File: src/rtl/alu_exec_unit.sv
// Execute-stage ALU with valid/ready handshakes and a registered result.
// Shifts iterate one bit per cycle unless ALU_BARREL_SHIFT_EN is defined.
module alu_exec_unit #(
    parameter int WIDTH = 32,
    localparam int SHW = $clog2(WIDTH)
) (
    input  logic             clk,
    input  logic             reset_n,
    input  logic             in_valid,
    output logic             in_ready,
    input  logic [3:0]       alu_ctrl,
    input  logic [WIDTH-1:0] src_a,
    input  logic [WIDTH-1:0] src_b,
    output logic             out_valid,
    input  logic             out_ready,
    output logic [WIDTH-1:0] result,
    output logic             zero,
    output logic             busy
);

    localparam logic [3:0] OP_ADD = 4'b0000;
    localparam logic [3:0] OP_SUB = 4'b0001;
    localparam logic [3:0] OP_AND = 4'b0010;
    localparam logic [3:0] OP_OR  = 4'b0011;
    localparam logic [3:0] OP_SLL = 4'b0100;
    localparam logic [3:0] OP_SLT = 4'b0101;
    localparam logic [3:0] OP_XOR = 4'b0110;
    localparam logic [3:0] OP_SRL = 4'b0111;
    localparam logic [3:0] OP_SRA = 4'b1000;

    localparam logic [SHW-1:0] CNT_ONE = {{(SHW-1){1'b0}}, 1'b1};

    typedef enum logic [1:0] {
        ST_IDLE  = 2'd0,
        ST_SHIFT = 2'd1,
        ST_DONE  = 2'd2
    } state_t;

    state_t           state_r;
    logic [WIDTH-1:0] result_r;
    logic [WIDTH-1:0] work_r;
    logic [SHW-1:0]   cnt_r;
    logic [3:0]       op_r;
    logic             out_valid_r;
    logic             busy_r;
    logic             accept_s;
    logic             start_shift_s;

    // Single-cycle result; in the iterative build a shift only reaches here with shamt 0.
    function automatic logic [WIDTH-1:0] alu_compute(input logic [3:0] ctrl,
                                                     input logic [WIDTH-1:0] a,
                                                     input logic [WIDTH-1:0] b);
        logic [WIDTH-1:0] r;
        logic [SHW-1:0]   shamt;
        shamt = b[SHW-1:0];
        case (ctrl)
            OP_ADD:  r = a + b;
            OP_SUB:  r = a - b;
            OP_AND:  r = a & b;
            OP_OR:   r = a | b;
            OP_XOR:  r = a ^ b;
            OP_SLT:  r = ($signed(a) < $signed(b)) ? {{(WIDTH-1){1'b0}}, 1'b1} : {WIDTH{1'b0}};
`ifdef ALU_BARREL_SHIFT_EN
            OP_SLL:  r = a << shamt;
            OP_SRL:  r = a >> shamt;
            OP_SRA:  r = $signed(a) >>> shamt;
`else
            OP_SLL:  r = a;
            OP_SRL:  r = a;
            OP_SRA:  r = a;
`endif
            default: r = {WIDTH{1'b0}};
        endcase
        return r;
    endfunction

    function automatic logic [WIDTH-1:0] shift_step(input logic [3:0] ctrl,
                                                    input logic [WIDTH-1:0] w);
        logic [WIDTH-1:0] r;
        case (ctrl)
            OP_SLL:  r = {w[WIDTH-2:0], 1'b0};
            OP_SRL:  r = {1'b0, w[WIDTH-1:1]};
            OP_SRA:  r = {w[WIDTH-1], w[WIDTH-1:1]};
            default: r = w;
        endcase
        return r;
    endfunction

    assign in_ready = (state_r == ST_IDLE) || ((state_r == ST_DONE) && out_ready);
    assign accept_s = in_valid && in_ready;

`ifdef ALU_BARREL_SHIFT_EN
    assign start_shift_s = 1'b0;
`else
    logic is_shift_s;
    assign is_shift_s    = (alu_ctrl == OP_SLL) || (alu_ctrl == OP_SRL) || (alu_ctrl == OP_SRA);
    assign start_shift_s = is_shift_s && (src_b[SHW-1:0] != {SHW{1'b0}});
`endif

    // Control FSM with the result, shift datapath and output flags registered together.
    always_ff @(posedge clk or negedge reset_n) begin
        if (!reset_n) begin
            state_r     <= ST_IDLE;
            result_r    <= {WIDTH{1'b0}};
            work_r      <= {WIDTH{1'b0}};
            cnt_r       <= {SHW{1'b0}};
            op_r        <= 4'b0000;
            out_valid_r <= 1'b0;
            busy_r      <= 1'b0;
        end else begin
            case (state_r)
                ST_IDLE, ST_DONE: begin
                    // An accept in DONE hands off the held result on this same edge.
                    if (accept_s) begin
                        op_r <= alu_ctrl;
                        if (start_shift_s) begin
                            state_r     <= ST_SHIFT;
                            work_r      <= src_a;
                            cnt_r       <= src_b[SHW-1:0];
                            out_valid_r <= 1'b0;
                            busy_r      <= 1'b1;
                        end else begin
                            state_r     <= ST_DONE;
                            result_r    <= alu_compute(alu_ctrl, src_a, src_b);
                            out_valid_r <= 1'b1;
                            busy_r      <= 1'b0;
                        end
                    end else if ((state_r == ST_DONE) && out_ready) begin
                        state_r     <= ST_IDLE;
                        out_valid_r <= 1'b0;
                        busy_r      <= 1'b0;
                    end else begin
                        state_r <= state_r;
                    end
                end
                ST_SHIFT: begin
                    work_r <= shift_step(op_r, work_r);
                    cnt_r  <= cnt_r - CNT_ONE;
                    if (cnt_r == CNT_ONE) begin
                        state_r     <= ST_DONE;
                        result_r    <= shift_step(op_r, work_r);
                        out_valid_r <= 1'b1;
                        busy_r      <= 1'b0;
                    end else begin
                        state_r <= ST_SHIFT;
                    end
                end
                default: begin
                    state_r     <= ST_IDLE;
                    out_valid_r <= 1'b0;
                    busy_r      <= 1'b0;
                end
            endcase
        end
    end

    assign out_valid = out_valid_r;
    assign busy      = busy_r;
    assign result    = result_r;
    assign zero      = (result_r == {WIDTH{1'b0}});

endmodule

File: config.mk
export PLATFORM = sky130hd
export DESIGN_NAME = alu_exec_unit
export DESIGN_NICKNAME = d
export VERILOG_FILES = /design/src/rtl/alu_exec_unit.sv
export SDC_FILE = /design/constraint.sdc
export NUM_CORES = 1
export LEC_CHECK = 0
export CAP_MARGIN = 15
export CELL_PAD_IN_SITES_DETAIL_PLACEMENT = 2
export CELL_PAD_IN_SITES_GLOBAL_PLACEMENT = 2
export CORE_AREA = 4 4 166 168
export CTS_BUF_LIST = sky130_fd_sc_hd__clkbuf_2
export DETAILED_ROUTE_END_ITERATION = 8
export DIE_AREA = 0 0 170 172
export PLACE_DENSITY_LB_ADDON = 0.3
export SKIP_CTS_REPAIR_TIMING = 1
export SYNTH_ARGS = -nofsm -noshare
export SYNTH_HDL_FRONTEND = slang
export SYNTH_SLANG_ARGS = --single-unit
File: constraint.sdc
create_clock -name clk -period 5.1 [get_ports clk]
set_input_delay 0.51 -clock clk [delete_from_list [all_inputs] [get_ports clk]]
set_output_delay 0.51 -clock clk [all_outputs]
set_load 0.1 [all_outputs]
Word level (Yosys, flattened, before mapping)
Cells that the tools add are included.
Widths: inputs -> output; s select.
Operators by class
  add/sub/neg operators: 3
  order comparisons: 1
  equality and inequality tests: 19
  mux-type cells: 27
  bitwise logic cells: 3
  reduce and logical (&&, ||, !) cells: 17
Operators with widths (count)
  $pmux 32 s7: 1
  $mux 32: 5
  $pmux 32 s2: 2
  $pmux 32 s3: 1
  $add 32x32->32: 1
  $and 32x32->32: 1
  $logic_not 32->1: 1
  $lt 32x32->1: 1
  $or 32x32->32: 1
  $sub 32x32->32: 1
  $xor 32x32->32: 1
  $eq 4x3->1 const B: 6
  $mux 5: 2
  $pmux 5 s2: 1
  $eq 4x2->1 const B: 2
  $eq 4x4->1 const B: 2
  $mux 1: 8
  $mux 2: 4
  $ne 2x2->1 const B: 4
  $eq 5x1->1 const B: 1
  $reduce_bool 5->1: 1
  $sub 5x1->5 const B: 1
  $eq 4x1->1 const B: 1
  $logic_not 4->1: 1
  other kinds (14): 20
Word-level totals
  bits in registers: 77
  input bits: 72
  output and inout bits: 36
  logic and storage cells: 77

Logic depth before layout (Yosys ltp)
  depth after elaboration: 7
  depth in mapped cells: 12
  gate-level depth less buffers: 12

Worst setup path after synthesis
OpenSTA, ideal clock, no wires.
  path kind: input -> register
  start: in src_a[1]
  end: reg result_r[25], in the netlist result[25]
  library setup time: 92 ps
  arrival: 3006 ps
  data required time: 5008 ps
  slack: 2003 ps
  cell stages on the path: 11
  buffers on the path: 0
  cells stage by stage: inv_1 ha_1 nor2_1 o311a_1 or4b_4 a211oi_4 nor4b_2 or2_1 a2111oi_4 nor4_1 o31ai_2
On the way
  longest elaborated chain between the ends: 5
  elaborated cells on any way between the ends: 6
  classes of those cells: add/sub (2); mux (4)
RTL lines
  from (decl): line 12  | input logic [WIDTH-1:0] src_a,
  $sub 32x32->32 or $add 32x32->32 (tied branches): line 58, 57
  $pmux 32 s7 (*): line 56  | case (ctrl)
  $mux 32 (*): line 116  | if (start_shift_s) begin
  $mux 32 (*): line 114  | if (accept_s) begin
  $pmux 32 s2 (*): line 111  | case (state_r)
  to (signal assigned): line 104  | result_r <= {WIDTH{1'b0}};
  to (signal assigned): line 124  | result_r <= alu_compute(alu_ctrl, src_a, src_b);
  to (signal assigned): line 141  | result_r <= shift_step(op_r, work_r);
  to (decl): line 40  | logic [WIDTH-1:0] result_r;
Every way passes the cells marked *; elsewhere a longest branch is shown, timed or not. The select of a mux whose other input is x is not followed.
A chain may end at the register's enable or synchronous reset.

Final worst setup path
  start: in src_a[10]
  end: reg result_r[25], in the netlist result[25]
Same word-level chain as after synthesis.

==> summary.md <==
| Metric | Value |
|---|---|
| Largest net degree at the start of global routing | 65 |
| Fmax | 266.7 MHz |
| GR Util met1 | 41.83% |
| RSZ-0062 raised after global routing | false |
| Drc violations | 0 |
| Worst-Margin Slew | 0.9951 ns |
| Via-per-instance ratio | 6.363 |
| Leak | 4.766 nW |
| Net Count, Synth | 1475 |
| Max-cap viol count | 0 |
| Clock root buffer | clkbuf_2 |
| Fin crit period | 3.750 ns |
| Non-filler instance count after layout | 1685 |
| Final setup vio count | 0 |
| Most common cell after layout, fill and taps aside | a21oi_1 |
| GRT busiest layer | met2 |
| Global route overflow | 0 |
| Worst endpoint required time | 5.62 ns |
| Mean routed wirelength per cell | 26.49 µm |
| Routed WL | 44630 µm |
| GRT met2 Usage | 48.42% |
| Port bufs | 107 |
| Clock Latency Late Sink | 0.60 ns |
| Hold Fails Final Rpt | 0 |
| Clock sink total | 77 |
| CP Data Arrival Time | 4.27 ns |
| CP Max Fanout | 12 |
| Initial Util | 36.70% |
| ANT nets after route | 0 |
| CTS tree | built |
| Hold_ws | 0.2861 ns |
| Vert. Die Dim | 172 µm |
| Initial DRC count | 974 |
| Synthesized instance count | 1286 |
| Io pins | 108 |
| Vias | 10720 |
| Total GRT Usage | 29.94% |
| Ys Warns | 0 |
| Hpwl dp | 34190 µm |
| CP endpoint kind | flop |
| Vias in the first global route | 11320 |
| Max-slew violations | 0 |
| GR Layer Usage met3 | 4.138% |
| GPL Wtd Cong | 0.8881 |
| Worst IR drop on VDD | 0.3170 mV |
| DP Worst Slack | 0.7420 ns |
| Mean Syn Cell Area | 7.395 µm² |
| Die W | 170 µm |
| Setup Skew | 0.02530 ns |
| Crit path launch type | primary input |
| Commonest cells after routing, fill and taps aside | a21oi_1 (151), nand2_1 (123), ha_1 (115), clkdlybuf4s50_1 (105), o21ai_0 (104) |
| Area Overhead vs Synth | 15.81% |
| CORE AREA | 25910 µm² |
| Final #Nets | 1534 |
| Initial antenna violation count | 1 |
| Worst setup margin | 1.350 ns |
| Post-synth EDFFs | 0 |
| Register bit total from synthesis | 77 |
| Status | finished clean |
| CTS clk-pin slew, worst paths | 0.25 ns |
| First-pass GRT wire length | 68300 µm |
| Clock buffer depth | 2 |
| Detailed Routing Iterations Pass 1 | 6 |
| Num CTS Buffers | 9 |
| Worst Setup Path Type | in2reg |
| Period utilisation layout | 73.53% |
| Sequential share of the synthesized area | 20.26% |
| Most common flop cell mapped by yosys | dfrtp_1 |
| PwrDens | 370.1 nW/µm² |
| Fin util | 42.51% |
| Unique masters post-synth | 75 |
| Placed cells | 1668 |
| Setup TNS | 0 ns |
| Cell area after synthesis | 9510 µm² |
| Num rows | 59 |
| Ys async rst share | 100.0% |
| Area of the die | 29240 µm² |
| Layout cells sized above 1 | 4.670% |
| H-tree depth | 3 |
| Hold Path Class | in2async |
| Slew HR | 33.46% |
## cells in the mapped netlist, types with 18 or more instances
library cell | instances | area, µm²
nor4_1 | 19 | 118.9
a222oi_1 | 24 | 240.2
o21ai_0 | 104 | 520.5
ha_1 | 115 | 1439
a21oi_1 | 152 | 760.7
inv_1 | 102 | 382.9
nor2_1 | 98 | 367.9
nand2_1 | 123 | 461.7
nand3_1 | 28 | 140.1
nor3_1 | 18 | 90.09
a22oi_1 | 30 | 225.2
dfrtp_1 | 77 | 1927
xnor2_1 | 18 | 157.7
and3_1 | 18 | 112.6
o21bai_1 | 25 | 187.7
clkbuf_1 | 71 | 266.5
mux2i_1 | 30 | 300.3
## routing by layer
metal | vias to the layer above | share of wire (%)
met4 | 0 | 2.8
li1 | 4777 | -
met1 | 5468 | 45
met3 | 80 | 6.7
met5 | - | 0
met2 | 397 | 46
## power breakdown
group,internal (mW),switching (mW),leakage [nW]
sequential,0.857,0.327,0.941
clock,0.106,0.247,0.0643
combinational,0.745,1.79,3.76
total,1.71,2.37,4.77
## registers in the layout, indices dropped and copies added (netlist names)
register and count:
busy 1, cnt_r 5, op_r 4, out_valid 1
result 32, state_r 2, work_r 32
## critical path: stages
cell,delay [ns]
clkdlybuf4s50_1,0.69
inv_1,0.08
ha_1,0.47
nand2b_1,0.24
a221oi_1,0.64
o31ai_1,0.18
buf_4,0.19
nor4b_2,0.41
or2_1,0.21
a2111oi_4,0.08
nor4_1,0.44
o31ai_2,0.11
## cell type report
| class | count | area [µm²] |
|---|---|---|
| inverter | 105 | 394.1 |
| clock inverter | 6 | 55.05 |
| sequential | 77 | 1927 |
| multi-input combinational | 1021 | 6913 |
| timing repair buffer | 131 | 1259 |
| tap | 335 | 419.2 |
| clock buffer | 9 | 45.04 |
| antenna | 1 | 2.502 |
| fill | 3039 | 14900 |
## logic make-up after synthesis
family / after synthesis / synth area share, %
flip-flops: 77 / 20.26
multiplexers: 34 / 3.631
XOR/XNOR: 21 / 1.934
AO/OA/AOI/OAI: 470 / 31.94
AND/OR/NAND/NOR: 379 / 19.21
adder cells (fa/ha/maj): 117 / 15.55
buffers and inverters: 188 / 7.473
## worst paths after layout
path	start	endpoint	slack (ns)	depth (start not counted)
worst min register to register	result[1]	result[1]	0.55	2
min in group clk	result[1]	result[1]	0.55	2
worst max-delay path	src_a[10]	result[25]	1.35	12
worst min-delay path	reset_n	cnt_r[3]	0.29	2
max in group asynchronous	reset_n	result[10]	3.64	3
worst max register to register	state_r[1]	result[25]	2.18	7
## per-stage QoR
| step | power, mW | cell area (µm²) |
|---|---|---|
| after floorplan | 2.811 | 9510 |
| after global placement | 3.577 | 10900 |
| after detailed placement | 3.699 | 10900 |
| after CTS | 4.049 | 11000 |
| after global routing | 4.311 | 11010 |
| final | 4.076 | 11010 |
Power figures use the tool's default switching activity.
